**src/rtl/instr_mem_loadable_pkg.sv**
```systemverilog
// rtl/instr_mem_loadable_pkg.sv - shared state encoding, NOP word and index-width helper
package imem_pkg;

  typedef enum logic [1:0] {
    ST_CLEAR = 2'd0,
    ST_LOAD  = 2'd1,
    ST_RUN   = 2'd2
  } state_t;

  localparam logic [31:0] NOP_WORD = 32'h0;

  function automatic int clog2(input int value);
    int r;
    r = 0;
    for (int i = 0; i < 31; i++) begin
      if ((1 << i) < value) r = i + 1;
    end
    return r;
  endfunction

endpackage

```
**src/rtl/instr_mem_loadable_if.sv**
```systemverilog
// rtl/instr_mem_loadable_if.sv - load port and fetch port bundle
interface instr_mem_loadable_if #(
  parameter int DATA_W = 32,
  parameter int ADDR_W = 32,
  parameter int PL_W   = 6
);
  logic              ld_start;
  logic              ld_valid;
  logic [DATA_W-1:0] ld_data;
  logic              ld_last;
  logic              ld_ready;
  logic              fetch_req;
  logic [ADDR_W-1:0] fetch_addr;
  logic [DATA_W-1:0] instr;
  logic              instr_valid;
  logic              fetch_err;
  logic [PL_W-1:0]   prog_len;
  logic              state_run;

  modport master (
    output ld_start, ld_valid, ld_data, ld_last, fetch_req, fetch_addr,
    input  ld_ready, instr, instr_valid, fetch_err, prog_len, state_run
  );

  modport slave (
    input  ld_start, ld_valid, ld_data, ld_last, fetch_req, fetch_addr,
    output ld_ready, instr, instr_valid, fetch_err, prog_len, state_run
  );
endinterface

```
**src/rtl/instr_mem_loadable_ram.sv**
```systemverilog
// rtl/instr_mem_loadable_ram.sv - 1 write / 1 registered read word RAM
module imem_ram_1r1w
  import imem_pkg::*;
#(
  parameter int DATA_W = 32,
  parameter int DEPTH  = 32,
  parameter int AW     = clog2(DEPTH)
) (
  input  logic              i_clk,
  input  logic              i_we,
  input  logic [AW-1:0]     i_waddr,
  input  logic [DATA_W-1:0] i_wdata,
  input  logic              i_re,
  input  logic [AW-1:0]     i_raddr,
  output logic [DATA_W-1:0] o_rdata
);
  logic [DATA_W-1:0] r_mem [DEPTH];
  logic [DATA_W-1:0] r_rdata;

  always_ff @(posedge i_clk) begin
    if (i_we) r_mem[i_waddr] <= i_wdata;
    // read port holds its word while not enabled so the fetch output can hold
    if (i_re) r_rdata <= r_mem[i_raddr];
  end

  assign o_rdata = r_rdata;
endmodule

```
**src/rtl/instr_mem_loadable.sv**
```systemverilog
// rtl/instr_mem_loadable.sv - self-clearing, stream-loadable instruction memory with checked fetches
module instr_mem_loadable
  import imem_pkg::*;
#(
  parameter int DATA_W = 32,
  parameter int DEPTH  = 32,
  parameter int ADDR_W = 32
) (
  input logic                 i_clk,
  input logic                 i_rst,
  instr_mem_loadable_if.slave bus
);
  localparam int IDX_W = clog2(DEPTH);
  localparam int PL_W  = IDX_W + 1;
  localparam logic [IDX_W-1:0] LAST_IDX = IDX_W'(DEPTH - 1);

  state_t            r_state;
  logic [IDX_W-1:0]  r_cptr;
  logic [IDX_W-1:0]  r_wptr;
  logic [PL_W-1:0]   r_prog_len;
  logic              r_ld_ready;
  logic              r_state_run;
  logic              r_instr_valid;
  logic              r_fetch_err;
  logic              r_nop;

  logic              w_run;
  logic              w_beat;
  logic              w_misalign;
  logic              w_oor;
  logic              w_fetch_ok;
  logic [ADDR_W-1:0] w_hi;
  logic [IDX_W-1:0]  w_idx;
  logic              w_we;
  logic [IDX_W-1:0]  w_waddr;
  logic [DATA_W-1:0] w_wdata;
  logic [DATA_W-1:0] w_rdata;

  assign w_run      = (r_state == ST_RUN);
  assign w_beat     = r_ld_ready && bus.ld_valid;
  assign w_hi       = bus.fetch_addr >> (IDX_W + 2);
  assign w_oor      = |w_hi;
  assign w_misalign = |bus.fetch_addr[1:0];
  assign w_idx      = bus.fetch_addr[IDX_W+1:2];
  assign w_fetch_ok = bus.fetch_req && w_run && !w_misalign && !w_oor;

  // clear and load share the single write port
  assign w_we    = (r_state == ST_CLEAR) || w_beat;
  assign w_waddr = (r_state == ST_CLEAR) ? r_cptr : r_wptr;
  assign w_wdata = (r_state == ST_CLEAR) ? DATA_W'(NOP_WORD) : bus.ld_data;

  imem_ram_1r1w #(
    .DATA_W (DATA_W),
    .DEPTH  (DEPTH)
  ) u_ram (
    .i_clk   (i_clk),
    .i_we    (w_we),
    .i_waddr (w_waddr),
    .i_wdata (w_wdata),
    .i_re    (w_fetch_ok),
    .i_raddr (w_idx),
    .o_rdata (w_rdata)
  );

  always_ff @(posedge i_clk) begin
    if (i_rst) begin
      r_state       <= ST_CLEAR;
      r_cptr        <= '0;
      r_wptr        <= '0;
      r_prog_len    <= '0;
      r_ld_ready    <= 1'b0;
      r_state_run   <= 1'b0;
      r_instr_valid <= 1'b0;
      r_fetch_err   <= 1'b0;
      r_nop         <= 1'b1;
    end else begin
      case (r_state)
        ST_CLEAR: begin
          r_cptr <= r_cptr + 1'b1;
          if (r_cptr == LAST_IDX) begin
            r_state    <= ST_LOAD;
            r_wptr     <= '0;
            r_prog_len <= '0;
            r_ld_ready <= 1'b1;
          end
        end
        ST_LOAD: begin
          if (w_beat) begin
            r_wptr     <= r_wptr + 1'b1;
            r_prog_len <= r_prog_len + 1'b1;
            if (bus.ld_last || r_wptr == LAST_IDX) begin
              r_state     <= ST_RUN;
              r_ld_ready  <= 1'b0;
              r_state_run <= 1'b1;
            end
          end
        end
        ST_RUN: begin
          if (bus.ld_start) begin
            r_state     <= ST_CLEAR;
            r_cptr      <= '0;
            r_prog_len  <= '0;
            r_state_run <= 1'b0;
          end
        end
        default: begin
          r_state <= ST_CLEAR;
          r_cptr  <= '0;
        end
      endcase

      r_instr_valid <= w_fetch_ok;
      r_fetch_err   <= bus.fetch_req && w_run && (w_misalign || w_oor);
      // any sampled request that is not served forces NOP; idle cycles hold
      if (bus.fetch_req) r_nop <= !w_fetch_ok;
    end
  end

  assign bus.instr       = r_nop ? DATA_W'(NOP_WORD) : w_rdata;
  assign bus.instr_valid = r_instr_valid;
  assign bus.fetch_err   = r_fetch_err;
  assign bus.ld_ready    = r_ld_ready;
  assign bus.prog_len    = r_prog_len;
  assign bus.state_run   = r_state_run;
endmodule

```
**src/flat_wrapper.sv**
```systemverilog
// flat-port wrapper written by rule: the top's interface ports become plain ports
module instr_mem_loadable_flat import imem_pkg::*;
#(
  parameter int DATA_W = 32,
  parameter int DEPTH  = 32,
  parameter int ADDR_W = 32
)
  (i_clk, i_rst, bus_ld_start, bus_ld_valid, bus_ld_data, bus_ld_last, bus_fetch_req, bus_fetch_addr, bus_ld_ready, bus_instr, bus_instr_valid, bus_fetch_err, bus_prog_len, bus_state_run);
  instr_mem_loadable_if #(.DATA_W(DATA_W), .ADDR_W(ADDR_W)) bus_i ();
  input logic i_clk;
  input logic i_rst;
  input wire logic [$bits(bus_i.ld_start)-1:0] bus_ld_start;
  input wire logic [$bits(bus_i.ld_valid)-1:0] bus_ld_valid;
  input wire logic [$bits(bus_i.ld_data)-1:0] bus_ld_data;
  input wire logic [$bits(bus_i.ld_last)-1:0] bus_ld_last;
  input wire logic [$bits(bus_i.fetch_req)-1:0] bus_fetch_req;
  input wire logic [$bits(bus_i.fetch_addr)-1:0] bus_fetch_addr;
  output wire logic [$bits(bus_i.ld_ready)-1:0] bus_ld_ready;
  output wire logic [$bits(bus_i.instr)-1:0] bus_instr;
  output wire logic [$bits(bus_i.instr_valid)-1:0] bus_instr_valid;
  output wire logic [$bits(bus_i.fetch_err)-1:0] bus_fetch_err;
  output wire logic [$bits(bus_i.prog_len)-1:0] bus_prog_len;
  output wire logic [$bits(bus_i.state_run)-1:0] bus_state_run;
  assign bus_i.ld_start = bus_ld_start;
  assign bus_i.ld_valid = bus_ld_valid;
  assign bus_i.ld_data = bus_ld_data;
  assign bus_i.ld_last = bus_ld_last;
  assign bus_i.fetch_req = bus_fetch_req;
  assign bus_i.fetch_addr = bus_fetch_addr;
  assign bus_ld_ready = bus_i.ld_ready;
  assign bus_instr = bus_i.instr;
  assign bus_instr_valid = bus_i.instr_valid;
  assign bus_fetch_err = bus_i.fetch_err;
  assign bus_prog_len = bus_i.prog_len;
  assign bus_state_run = bus_i.state_run;
  instr_mem_loadable #(.DATA_W(DATA_W), .DEPTH(DEPTH), .ADDR_W(ADDR_W)) u_core (.i_clk(i_clk), .i_rst(i_rst), .bus(bus_i));
endmodule
```
**config.mk**
```make
export PLATFORM = sky130hd
export DESIGN_NAME = instr_mem_loadable_flat
export DESIGN_NICKNAME = d
export VERILOG_FILES = /design/src/rtl/instr_mem_loadable_pkg.sv /design/src/rtl/instr_mem_loadable_if.sv /design/src/rtl/instr_mem_loadable_ram.sv /design/src/rtl/instr_mem_loadable.sv /design/src/flat_wrapper.sv
export SDC_FILE = /design/constraint.sdc
export NUM_CORES = 1
export LEC_CHECK = 0
export CORE_MARGIN = 2
export CORE_UTILIZATION = 50
export DETAILED_ROUTE_END_ITERATION = 10
export PLACE_DENSITY = 0.8
export RECOVER_POWER = 100
export SLEW_MARGIN = 10
export SYNTH_ARGS = -nofsm -noshare
export SYNTH_HDL_FRONTEND = slang
export SYNTH_SLANG_ARGS = --single-unit
```
**constraint.sdc**
```tcl
create_clock -name i_clk -period 5 [get_ports i_clk]
set_clock_uncertainty 0.05 [all_clocks]
set_input_delay 1.5 -clock i_clk [delete_from_list [all_inputs] [get_ports i_clk]]
set_output_delay 1.5 -clock i_clk [all_outputs]
set_load 0.01 [all_outputs]
```
==> results_dict.tcl <==
set metrics [dict create \
    status "finished, violations left" \
    violations "capacitance limit, slew limit" \
    fin_nets 2740 \
    dpl_cell_area_sq_um 45500 \
    cp.arrival_ns 4.66 \
    first_pass_iters 6 \
    drt_iter0_drc 3220 \
    seq_area_sq_um 32200 \
    rsz0062_at_grt "false" \
    powerDensity_nw_per_um2 374 \
    fin_tns_setup_ns 0 \
    grt_pass1_wl_mm 157 \
    final_area_sq_um 48400 \
    grt_max_degree 57 \
    crit_required_ns 5.24 \
    grt.total_usage_pct 25.0 \
    whs_ns 0.440 \
    rr_startpoint "u_core.r_state[0]" \
    slew_headroom_pct -80.3 \
    wirelength_mm 110 \
    cts_hold_buf 0 \
    crit_path_start_kind "input pin" \
    min_period_over_period_pct 88.4 \
    path_max_fanout 22 \
    multi_input_area_sq_um 9720 \
    cap_violations 35 \
    fill_cells 6050 \
    synth-seq-area-share_pct 75.6 \
    numCtsBuffers 103 \
    portBuffers 111 \
    setup-violations-final 0 \
    io_pins 112 \
    place_congestion 0.929 \
    antenna_left 0 \
    htree_num_levels 3 \
    grt-ovfl-total 0 \
    routed_via_density 6.19 \
    rows 106 \
    syn_nets 2570 \
    start_util_pct 50.7 \
    die_x_um 296 \
    crit_path_start "bus_ld_valid" \
    routedWlPerCell_um 28.3 \
    cts_tree "done" \
    synth_seq_cells 1079 \
    worstMarginPinSlew_ns 2.70 \
    clkSinkCount 1079 \
    drive_above_1_share_pct 9.14 \
    antenna_found_initial 5 \
    final_util_pct 57.6 \
    hpwl_mm 67.3 \
    die_area_sq_um 87500 \
    p_leak_nw 17.6 \
    synth.yosys.warnings 0 \
    dpl.cell_count 3693 \
    layout_common_cells "edfxtp_1 (1056), mux2i_1 (516), nand2_1 (118)" \
    cts_root_buffer "clkbuf_16" \
    grt_pass1_vias 23400 \
    cts-resized-gates 0 \
    flow.area_growth_from_synthesis_pct 13.7 \
    fmax_mhz 226 \
    final-hold-violation-count 0 \
    drv_slew 1156 \
    fin_crit_ns 4.42 \
    final_common_cell "edfxtp_1" \
    worst_slack_ns 0.582 \
    ys_types 47 \
    post_cts_buffers 0 \
    vdd_drop_max_v 0.000348 \
    crit_type "in2reg" \
    postSynthAreaPerCell_sq_um 17.1 \
    clk_pin_slew_ns 0.06 \
    place_ws_ns 0.696 \
    crit_path_end_kind "flip-flop" \
    final_cells 3881 \
    ctsLongestPathBuffers 3 \
    min_from "u_core.bus.state_run" \
    netlist_area_sq_um 42600 \
    clk_latency_ns 0.68 \
    core_sq_um 84000 \
    syn_inst 2494 \
    total_power_mw 18.1 \
    hp-class "reg2reg" \
    die_h_um 296 \
    num_vias 24000 \
    drc 0 \
]
==> final timing paths <==
kind | endpoint | slack, ns | cells past startpoint
setup / recovery | u_core.u_ram.r_mem[20][10] | 0.58 | 6
hold / removal | u_core.bus.state_run | 0.44 | 2
setup reg to reg | u_core.u_ram.r_mem[3][17] | 0.81 | 7
hold reg to reg | u_core.bus.state_run | 0.44 | 2
==> routing by layer <==
layer	routed length (um)	track usage, %
met2	52000	40.0
met4	6270	12.8
met1	40200	33.2
met3	11300	4.41
met5	31	0
==> power breakdown <==
part | switching [mW] | total, mW | internal (mW)
clock | 3.26 | 7.29 | 4.03
combinational | 0.551 | 0.878 | 0.326
sequential | 0.0258 | 9.92 | 9.89
==> cells in the mapped netlist, drive strengths merged <==
master | n | area (sq um)
a211oi | 2 | 15.0
a21oi | 108 | 544
a22o | 65 | 569
a22oi | 99 | 743
a31oi | 36 | 231
and2 | 34 | 213
and2b | 1 | 7.51
and3 | 2 | 12.5
and4 | 1 | 8.76
buf | 94 | 664
clkbuf | 46 | 180
dfxtp | 23 | 460
edfxtp | 1056 | 31700
ha | 6 | 75.1
inv | 5 | 18.8
mux2 | 1 | 11.3
mux2i | 516 | 5160
nand2 | 118 | 443
nand2b | 8 | 57.6
nand3 | 102 | 510
nand3b | 2 | 15.0
nand4 | 3 | 18.8
nor2 | 58 | 218
nor2b | 36 | 228
nor3 | 36 | 180
nor4 | 9 | 56.3
nor4b | 1 | 8.76
o2111ai | 1 | 8.76
o211ai | 1 | 7.51
o21ai | 6 | 30.0
o21bai | 2 | 15.0
o311ai | 1 | 8.76
o31ai | 1 | 7.51
o32a | 1 | 10.0
o32ai | 1 | 8.76
or2 | 2 | 12.5
or3 | 3 | 18.8
xor2 | 7 | 61.3
==> final cells by class <==
type                       instances  area share, %
sequential                      1079           66.5
multi-input combinational       1270           20.1
clock buffer                     123           5.53
timing repair buffer             205           3.92
tap                             1134           2.93
clock inverter                    64          0.990
inverter                           5         0.0388
antenna                            1        0.00517
==> state kept, by name (all words and copies together), names as in the netlist, 2 cells and up <==
signal / count
u_core.bus.prog_len: 6
u_core.r_cptr: 5
u_core.r_state: 2
u_core.r_wptr: 5
u_core.u_ram.o_rdata: 32
u_core.u_ram.r_mem: 1024
==> worst max-delay path: stages <==
cell and delay, ns:
dlygate4sd3_1 0.56, nand2_1 0.25, nor4_1 0.11, a31oi_2 1.13
nor2_1 0.59, clkbuf_2 0.51
==> kinds of logic after synthesis <==
family | Yosys count | synth area share, %
multiplexers | 517 | 12.2
AO/OA/AOI/OAI | 324 | 5.17
buffers and inverters | 145 | 2.03
AND/OR/NAND/NOR | 416 | 4.72
XOR/XNOR | 7 | 0.144
flip-flops | 1079 | 75.6
adder cells (fa/ha/maj) | 6 | 0.176
Note: power is estimated with default switching activity, not from simulation.
